File: src/rtl/uart_transmitter.sv
// uart_transmitter: frames parallel words as start bit, LSB-first data bits
// and stop bits on a serial line. sample_clk runs at twice the baud rate, so
// every bit is held for two clock cycles. A one-word holding register lets
// the next word be queued so that frames can follow each other with no gap.
module uart_transmitter #(
  parameter int DATA_WIDTH_NUMBER = 8,
  parameter int STOP_BITS_NUMBER  = 2
) (
  input  logic                         sample_clk,
  input  logic                         rst_n,
  input  logic [DATA_WIDTH_NUMBER-1:0] data_in,
  input  logic                         tx_valid,
  output logic                         tx_ready,
  output logic                         data_out,
  output logic                         tx_busy,
  output logic                         tx_done
);

  localparam logic [1:0] S_IDLE  = 2'd0;
  localparam logic [1:0] S_START = 2'd1;
  localparam logic [1:0] S_DATA  = 2'd2;
  localparam logic [1:0] S_STOP  = 2'd3;

  localparam logic [4:0] LAST_IDX  = 5'(DATA_WIDTH_NUMBER - 1);
  localparam logic [3:0] STOP_LAST = 4'(2 * STOP_BITS_NUMBER - 1);

  logic [1:0]                   state;
  logic [DATA_WIDTH_NUMBER-1:0] hold_reg;
  logic                         hold_full;
  logic [DATA_WIDTH_NUMBER-1:0] shift_reg;
  logic [DATA_WIDTH_NUMBER-1:0] next_shift;
  logic [4:0]                   bit_idx;
  logic [3:0]                   cnt;
  logic                         stop_end;
  logic                         load;

  // Frame-boundary decode: last stop cycle, and when the held word moves on
  always_comb begin
    stop_end   = (state == S_STOP) && (cnt == STOP_LAST);
    load       = hold_full && ((state == S_IDLE) || stop_end);
    next_shift = shift_reg >> 1;
  end

  // Status outputs come straight from registers; tx_ready never sees tx_valid
  always_comb begin
    tx_ready = !hold_full;
    tx_busy  = (state != S_IDLE);
  end

  // Holding register: filled on handshake, emptied when the FSM takes the word
  always_ff @(posedge sample_clk) begin
    if (!rst_n) begin
      hold_full <= 1'b0;
      hold_reg  <= '0;
    end else if (load) begin
      hold_full <= 1'b0;
    end else if (tx_valid && !hold_full) begin
      hold_reg  <= data_in;
      hold_full <= 1'b1;
    end
  end

  // Frame sequencer: start, data bits and stop bits, two cycles per bit
  always_ff @(posedge sample_clk) begin
    if (!rst_n) begin
      state     <= S_IDLE;
      shift_reg <= '0;
      bit_idx   <= '0;
      cnt       <= '0;
      data_out  <= 1'b1;
      tx_done   <= 1'b0;
    end else begin
      tx_done <= 1'b0;
      case (state)
        S_IDLE: begin
          data_out <= 1'b1;
          if (load) begin
            shift_reg <= hold_reg;
            data_out  <= 1'b0;
            cnt       <= '0;
            state     <= S_START;
          end
        end
        S_START: begin
          if (cnt[0]) begin
            data_out <= shift_reg[0];
            bit_idx  <= '0;
            cnt      <= '0;
            state    <= S_DATA;
          end else begin
            cnt <= cnt + 4'd1;
          end
        end
        S_DATA: begin
          if (cnt[0]) begin
            cnt <= '0;
            if (bit_idx == LAST_IDX) begin
              data_out <= 1'b1;
              state    <= S_STOP;
            end else begin
              // shift rather than index so a 1-bit word needs no special case
              bit_idx   <= bit_idx + 5'd1;
              shift_reg <= next_shift;
              data_out  <= next_shift[0];
            end
          end else begin
            cnt <= cnt + 4'd1;
          end
        end
        S_STOP: begin
          if (stop_end) begin
            tx_done <= 1'b1;
            cnt     <= '0;
            if (hold_full) begin
              shift_reg <= hold_reg;
              data_out  <= 1'b0;
              state     <= S_START;
            end else begin
              state <= S_IDLE;
            end
          end else begin
            cnt <= cnt + 4'd1;
          end
        end
        default: state <= S_IDLE;
      endcase
    end
  end

endmodule

File: config.mk
export PLATFORM = sky130hd
export DESIGN_NAME = uart_transmitter
export DESIGN_NICKNAME = d
export VERILOG_FILES = /design/src/rtl/uart_transmitter.sv
export SDC_FILE = /design/constraint.sdc
export NUM_CORES = 1
export LEC_CHECK = 0
export CORE_MARGIN = 8
export CORE_UTILIZATION = 35
export CTS_BUF_LIST = sky130_fd_sc_hd__clkbuf_8
export DETAILED_ROUTE_END_ITERATION = 16
export GPL_TIMING_DRIVEN = 0
export HOLD_SLACK_MARGIN = 0.06
export PLACE_DENSITY_LB_ADDON = 0.25
export SYNTH_ARGS = -nofsm -noshare
export SYNTH_HDL_FRONTEND = slang
export SYNTH_SLANG_ARGS = --single-unit
File: constraint.sdc
create_clock -name sample_clk -period 2.3 [get_ports sample_clk]
set_clock_uncertainty 0.1 [all_clocks]
set_input_delay 0.46 -clock sample_clk [delete_from_list [all_inputs] [get_ports sample_clk]]
set_output_delay 0.46 -clock sample_clk [all_outputs]
set_load 0.02 [all_outputs]
# Word-level counts from Yosys, hierarchy flattened
# Cells that the tools add are included.
totals:
  reg_bits: 30
  elab_cells: 70
  out_inout_bits: 4
classes:
  eq_ne: 12
  addsub: 2
  n_reduce_logical: 17
  bitwise_logic: 2
  muxes: 29
ops:
  columns: ["op", "count"]
  rows:
  - ["$mux 8", 5]
  - ["$pmux 8 s3", 1]
  - ["$mux 5", 3]
  - ["$ne 2x2->1 const B", 7]
  - ["$mux 4", 3]
  - ["$pmux 4 s3", 1]
  - ["$mux 2", 5]
  - ["$pmux 5 s2", 1]
  - ["$mux 1", 8]
  - ["$pmux 2 s4", 1]
  - ["$reduce_and 4->1", 2]
  - ["$reduce_and 6->1", 1]
  - ["$add 5x1->5 const B", 1]
  - ["$eq 5x3->1 const B", 1]
  - ["$reduce_and 5->1", 1]
  - ["$add 4x1->4 const B", 1]
  - ["$eq 2x2->1 const B", 2]
  - ["$eq 4x2->1 const B", 1]
  - ["$pmux 1 s4", 1]
  - ["$reduce_and 2->1", 2]
  - ["$reduce_bool 2->1", 2]
  - ["$reduce_or 2->1", 2]
  - ["$logic_and 1x1->1", 3]
  - ["$reduce_bool 3->1", 1]
  - ["5 further kinds", 6]

# Logic depth before layout (Yosys ltp)
# Gate-level depths: netlist (run 1).
depth:
  depth_word: 6
  ltp_mapped: 8

# Least setup slack after synthesis (run 1)
# No wires, ideal clock.
synth_timing:
  path_kind: "flip-flop to flip-flop"
  start: "register state[0]"
  end: "register state[1]"
  t_required_ns: 2.128
  arrival_ns: 1.603
  setup_time_ns: 0.072
  slack_ns: 0.526
  n_path_buf: 1
  stages_incl_launch_ff: 8
  cell_sequence: "dfxtp_1 -> inv_1 -> ha_1 -> buf_4 -> o21ba_2 -> o21ba_2 -> nor3b_2 -> mux2i_1"
synth_between:
  elab_chain_cells: 6
synth_rtl:
  columns: ["element", "line_no", "rtl"]
  rows:
  - ["from (decl)", "27", "logic [1:0] state;"]
  - ["from (signal assigned)", "66", "state <= S_IDLE;"]
  - ["from (signal assigned)", "81", "state <= S_START;"]
  - ["from (signal assigned)", "89", "state <= S_DATA;"]
  - ["$eq 2x2->1", "39, 74", null]
  - ["$logic_and 1x1->1", "39", "stop_end = (state == S_STOP) && (cnt == STOP_LAST);"]
  - ["$logic_or 1x1->1", "40", "load = hold_full && ((state == S_IDLE) || stop_end);"]
  - ["$logic_and 1x1->1", "40", null]
  - ["$ne 2x2->1 (no line)", null, null]
  - ["$reduce_and 5->1 (no line)", null, null]
# Parallel ways exist; a longest one is shown, timed or not.
# A chain may end at the register's enable or synchronous reset.

# Worst setup path after layout (run 1)
layout_timing:
  start: "register state[0]"
  end: "output port tx_busy"
layout_between:
  elab_chain_cells: 1
layout_rtl:
  columns: ["element", "line_no", "rtl"]
  rows:
  - ["$reduce_bool 2->1", "47", "tx_busy = (state != S_IDLE);"]
  - ["to (decl)", "15", "output logic tx_busy,"]
# No other way between the ends.

==> results of run 1 <==
==> cell families (layout without fill, tap and decap cells) <==
| logic type | Yosys count | after routing | share of synthesized area (%) |
|---|---|---|---|
| compound gates | 54 | 54 | 22.82 |
| fa+ha+maj | 8 | 8 | 6.187 |
| buf+inv | 19 | 41 | 6.032 |
| flops | 30 | 30 | 37.12 |
| mux | 11 | 11 | 6.883 |
| simple gates | 66 | 66 | 20.96 |
==> power groups by stage <==
stage                     Clock [mW]  Sequential (mW)  Combinational (mW)
after floorplan                    0            0.645               0.618
after global placement             0            0.652               0.805
after detailed placement           0            0.650               0.808
after CTS                      0.458            0.640               0.804
after global routing           0.479            0.651               0.883
final                          0.444            0.639               0.800
==> what timing repair did <==
action	in CTS	in global routing
hold endpoints to repair	0	0
hold buffers	0	0
endpoints found under the setup margin	1	0
buffers inserted	0	0
gates resized for setup	1	0
==> cells in the mapped netlist, drive strengths merged <==
cell,instances
a211oi,1
a21boi,1
a21o,1
a21oi,21
a22oi,3
a2bb2oi,2
a311oi,7
a31oi,2
and4b,2
buf,7
clkbuf,4
dfxtp,30
ha,8
inv,8
mux2,1
mux2i,10
nand2,33
nand2b,3
nand3,7
nand3b,1
nand4bb,1
nor2,9
nor2b,3
nor3,3
nor3b,2
nor4,1
nor4bb,1
o2111ai,1
o21ai,7
o21ba,2
o21bai,1
o22ai,2
o2bb2ai,2
o311ai,1
==> layout make-up <==
| class | instances | area [sq um] |
|---|---|---|
| Buffer | 11 | 67.56 |
| Clock buffer | 6 | 82.58 |
| Clock inverter | 2 | 12.51 |
| Fill cell | 455 | 2497 |
| Inverter | 8 | 30.03 |
| Multi-Input combinational cell | 139 | 919.6 |
| Sequential cell | 30 | 600.6 |
| Tap cell | 52 | 65.06 |
| Timing Repair Buffer | 14 | 138.9 |
==> through the flow <==
| stage | util, % | total power, mW | setup WS, ns | hold WS, ns | instance area (sq um) |
|---|---|---|---|---|---|
| floorplan | - | 1.263 | 0.5258 | 0.3357 | 1618 |
| global placement | 41.30 | 1.456 | 0.2806 | 0.3455 | 1823 |
| detailed placement | 41.30 | 1.459 | 0.2951 | 0.3488 | 1823 |
| CTS | 43.42 | 1.902 | 0.2205 | 0.3582 | 1917 |
| global route | 43.42 | 2.014 | 0.1149 | 0.3853 | 1917 |
| finish | 43.42 | 1.883 | 0.2454 | 0.3580 | 1917 |
==> worst reg2reg max path: stages, from the launching register on <==
cell and delay [ns]:
dfxtp_1 0.42, inv_1 0.11, ha_1 0.26, nor2b_2 0.22, o21ai_2 0.28, buf_4 0.23, a21oi_1 0.08, a311oi_1 0.23
==> path summary, 6_finish.rpt <==
kind | endpoint | slack [ns] | cells after the start
setup / recovery | tx_busy | 0.25 | 4
hold / removal | hold_reg[7] | 0.36 | 2
setup reg to reg | shift_reg[5] | 0.29 | 7
hold reg to reg | hold_reg[7] | 0.36 | 2
==> per-layer routing <==
metal / global-route usage, % / vias up / wire length (um)
li1: - / 716 / -
met1: 14.05 / 623 / 1838
met2: 15.51 / 20 / 1565
met3: 2.832 / 5 / 83
met4: 4.239 / 0 / 61
met5: 0 / - / 0
==> impl_results.md, run 1 <==
* Final Cycle Share at a little under 90%
* Setup Viol. Count Final at 0
* Leading area contributor after synthesis: dfxtp_1
* Drt via density at 5.206
* Reg power frac at 33.9%
* Buf+Inv Stages, Crit Path at 3
* CP Class: reg -> out
* DRT antenna net count at 0
* Routed vias at ~1.4k
* Outcome: finished, final reports clean
* Min-delay src: hold_reg[7]
* Max stage delay on crit path at roughly 0.42 ns
* Drt first pass iters at 4
* Critical-path top delay cell: dfxtp_1
* Synth Register Bits at 30
* Initial Utilization at between 30 and 40%
* Die area at between 0.007 and 0.008 sq mm
* Chip Height at between 80 and 90 um
* Syn_area_per_cell at between 8 and 9 sq um
* Crit path DAT at 1.49 ns
* CTS Sinks at 30
* Number of global-route vias before repair at around 1.3k
* Slew Viols, Final at 0
* Largest net degree at the start of global routing at 11
* VDD IR max at 0.4965 mV
* CTS tree: done
* Critical Path Fanout Max at 5
* Mapped Cells at about 190
* Fin Setup TNS at 0 ns
* Power Density at roughly 980 mW/mm^2
* Worst-margin pin slew at 0.5173 ns
* Min-delay worst type: reg -> reg
* First DRT Iteration DRCs at 60
* ANT cells at 0
* Row cnt at 24
* Clock share of power at 23.6%
* Area contributors post-synth: dfxtp_1 37%, nand2_1 7.7%, a21oi_1 6.5%
* Worst Setup End Kind: output port
* Placed Cells at around 250
* Critical path's top delay family: buffers and inverters
* Worst setup SP type: register
* Switching share of power at 36.61%
* P_sw at 689.6 uW
* Hpwl dp at roughly 2600 um
* Maximum clock frequency at slightly below 500 MHz
* Num CTS Buffers at 5
* Commonest non-fill, non-tap cell in the layout: nand2_1
* Grt total ovfl at 0
* Post-synthesis sequential area ratio at between 30% and 40%
* RSZ-0062 raised after global routing: no
* GRT Resource Usage Total at about a tenth
* Number of top-level pins at 15
* Clock slew at reported path FFs at about 0.06 ns
* Leakage at ~0.68 nW
* Cell variety after synth at 41
* Syn-to-layout area delta at 18.48%
* Initial antenna violation count at 0
* Max-cap violations at 0
* DRC Markers at 0
* DIE WIDTH at ~84 um
* Worst EP required at ~1.7 ns
* Non-Filler Instances at 262
* Most used cell, CP: inv_1
* Synth top area share at 37.12%
* Share of cells above drive strength 1 at a little under an eighth
* Reg-to-reg startpoint: state[0]
* Fin crit period at between 2 and 2.5 ns
* Commonest cells after routing, fill and taps aside: 33 x nand2_1, 30 x dfxtp_1, 21 x a21oi_1
* Syn nets at ~210
* Relative slew slack at between 60% and 70%
* Worst-path cell chain: inv_1, ha_1, inv_1, dlygate4sd2_1
* Latest clock arrival within the worst-skew pair at between 0.2 and 0.3 ns
* Final Hold Viols at 0
* RePlAce Congestion at roughly 0.85
* Post-Syn Area at about 0.0016 sq mm
* Clock Tree Buf Depth at 2
* Warnings, synthesis at 0
* Final wirelength at ~3500 um
* DR WL/cell at around 14 um
* Combinational Power Share at between 40% and 50%
* I/O Buffers at 14
* Clk root buf: clkbuf_8
* Crit path from: state[0]
* Internal power at 1.194 mW
* Post-layout nets at ~230
* Total core area at ~0.0044 sq mm
* H-tree depth at 2
* First-pass GRT wire length at just over 6000 um
Power figures use the tool's default switching activity.
==> inputs of run 2 (changes only) <==
- CORE_MARGIN: 8 -> 1
==> impl_results.md, run 2 (synthesis results as in run 1) <==
* Final wirelength at 3576 um (was 3548 um)
* VDD IR max at 0.5051 mV (was 0.4965 mV)
* DRC Markers at 0 (unchanged)
* Total core area at 0.004384 sq mm (was 0.004414 sq mm)
* Worst setup SP type: register (unchanged)
* First DRT Iteration DRCs at 57 (was 60)
* Crit path DAT at 1.48 ns (was 1.49 ns)
* Worst hold path depth at 2 (unchanged)
* Most used cell, CP: inv_1 (unchanged)
* ANT cells at 0 (unchanged)
* Outcome: finished, final reports clean (unchanged)
* Clk root buf: clkbuf_8 (unchanged)
* Slew Viols, Final at 0 (unchanged)
* Fin Setup TNS at 0 ns (unchanged)
* Worst EP required at 1.74 ns (about the same)
* Number of top-level pins at 15 (unchanged)
* I/O Buffers at 14 (unchanged)
* Fin util at 43.72% (was 43.42%)
* Clock slew at reported path FFs at 0.06 ns (about the same)
* Fin crit period at 2.039 ns (was 2.055 ns)
* Routed vias at 1,364 (unchanged)
* Min-delay worst type: reg -> reg (unchanged)
* Chip Height at 69.99 um (was 83.99 um)
* RSZ-0062 raised after global routing: no (unchanged)
* DRT antenna net count at 0 (unchanged)
* GRT Resource Usage Total at 15.83% (was 10.54%)
* Final Cycle Share at 88.64% (was 89.33%)
* Worst Setup End Kind: output port (unchanged)
* DR WL/cell at 13.65 um (was 13.54 um)
* Num CTS Buffers at 5 (unchanged)
* Die area at 0.004898 sq mm (was 0.007053 sq mm)
* Syn-to-layout area delta at 18.48% (unchanged)
* Post-layout nets at 228 (unchanged)
* Leakage at 0.6828 nW (unchanged)
* Hpwl dp at 2533 um (was 2637 um)
* CP Class: reg -> out (unchanged)
* Drt first pass iters at 4 (unchanged)
* Grt total ovfl at 0 (unchanged)
* Critical-path top delay cell: dfxtp_1 (unchanged)
* Initial Utilization at 36.90% (was 36.65%)
* Row cnt at 24 (unchanged)
* Critical Path Fanout Max at 5 (unchanged)
* Power Density at 982.1 mW/mm^2 (was 982.6 mW/mm^2)
* First-pass GRT wire length at 6154 um (was 6203 um)
* Largest net degree at the start of global routing at 11 (unchanged)
* Clock Tree Buf Depth at 2 (unchanged)
* CTS tree: done (unchanged)
* Share of cells above drive strength 1 at 11.43% (unchanged)
* Final Hold Viols at 0 (unchanged)
* Latest clock arrival within the worst-skew pair at 0.29 ns (was 0.28 ns)
* Initial antenna violation count at 0 (unchanged)
* Max-cap violations at 0 (unchanged)
* Worst-margin pin slew at 0.4962 ns (was 0.5173 ns)
* Setup Viol. Count Final at 0 (unchanged)
* Reg2reg path depth at 7 (unchanged)
* Postcts setup bufs at 0 (unchanged)
* Number of global-route vias before repair at 1,301 (unchanged)
* Commonest non-fill, non-tap cell in the layout: nand2_1 (unchanged)
* Max stage delay on crit path at 0.41 ns (was 0.42 ns)
* Drt via density at 5.206 (unchanged)
* DIE WIDTH at 69.99 um (was 83.99 um)
* Relative slew slack at 66.92% (was 65.51%)
* Worst-path cell chain: inv_1, ha_1, inv_1, dlygate4sd2_1 (unchanged)
* Maximum clock frequency at 490.5 MHz (was 486.7 MHz)
* H-tree depth at 2 (unchanged)
* RePlAce Congestion at 0.7931 (was 0.8527)
* CTS Sinks at 30 (unchanged)
* Commonest cells after routing, fill and taps aside: 33 x nand2_1, 30 x dfxtp_1, 21 x a21oi_1 (unchanged)
==> run 2: cell counts in the layout (fill, tap and decap cells not counted) <==
No cell type changed its count.
==> run 2: worst max-delay path: cells and delay by family (launching register included) <==
family	cells	cell delay [ns]
flops	1	0.41
fa+ha+maj	1	0.26
buf+inv	3	0.53
==> run 2: path summary, 6_finish.rpt <==
check / end / slack [ns] / start
worst max-delay path: tx_busy / 0.26 / state[0]
worst min-delay path: hold_reg[6] / 0.36 / hold_reg[6]
worst min register to register: hold_reg[6] / 0.36 / hold_reg[6]
worst max register to register: shift_reg[6] / 0.29 / state[0]
==> run 2: layer usage <==
| layer | wire (um) | GRT usage [%] | vias to the layer above | share of wire [%] |
|---|---|---|---|---|
| li1 | - | - | 718 | - |
| met1 | 1840 | 21.73 | 614 | 51 |
| met2 | 1534 | 23.08 | 25 | 43 |
| met3 | 120 | 3.608 | 7 | 3.4 |
| met4 | 80 | 8.000 | 0 | 2.2 |
| met5 | 0 | 0 | - | 0 |
==> run 2: stage by stage <==
step           area [sq um]  instances  hold slack (ns)  total power, mW  setup slack, ns
6_report               1917        262           0.3579            1.883           0.2612
5_1_grt                1917        262           0.3787            2.018           0.1067
4_1_cts                1917        262           0.3638            1.905           0.2471
3_5_place_dp           1823        254           0.3545            1.457           0.3048
3_3_place_gp           1823        254           0.3439            1.455           0.3096
2_1_floorplan          1618        188           0.3357            1.263           0.5258
==> run 2: final cells by class <==
type | count | area [sq um]
multi-input cells | 139 | 919.6
clock buffers | 6 | 82.58
well taps | 52 | 65.06
clock inverters | 2 | 12.51
plain buffers | 11 | 67.56
repair buffers | 14 | 138.9
inverters | 8 | 30.03
fillers | 443 | 2467
flip-flops and latches | 30 | 600.6
==> run 2: where the power goes <==
group / leakage (nW) / switching (mW) / internal (mW) / total [mW]
Clock: 0.0472 / 0.204 / 0.240 / 0.444
Sequential: 0.245 / 0.0520 / 0.590 / 0.642
Combinational: 0.391 / 0.433 / 0.363 / 0.796
==> run 2: what timing repair did <==
item / 4_1_cts / 5_1_grt
setup endpoints to repair: 1 / 0
hold buffers: 0 / 0
gates resized for setup: 1 / 0
==> inputs of run 3 (changes only) <==
- HOLD_SLACK_MARGIN: 0.06 -> not set
==> results of run 3 <==
No change in the layout: final DEF, timing and power equal those of run 2.
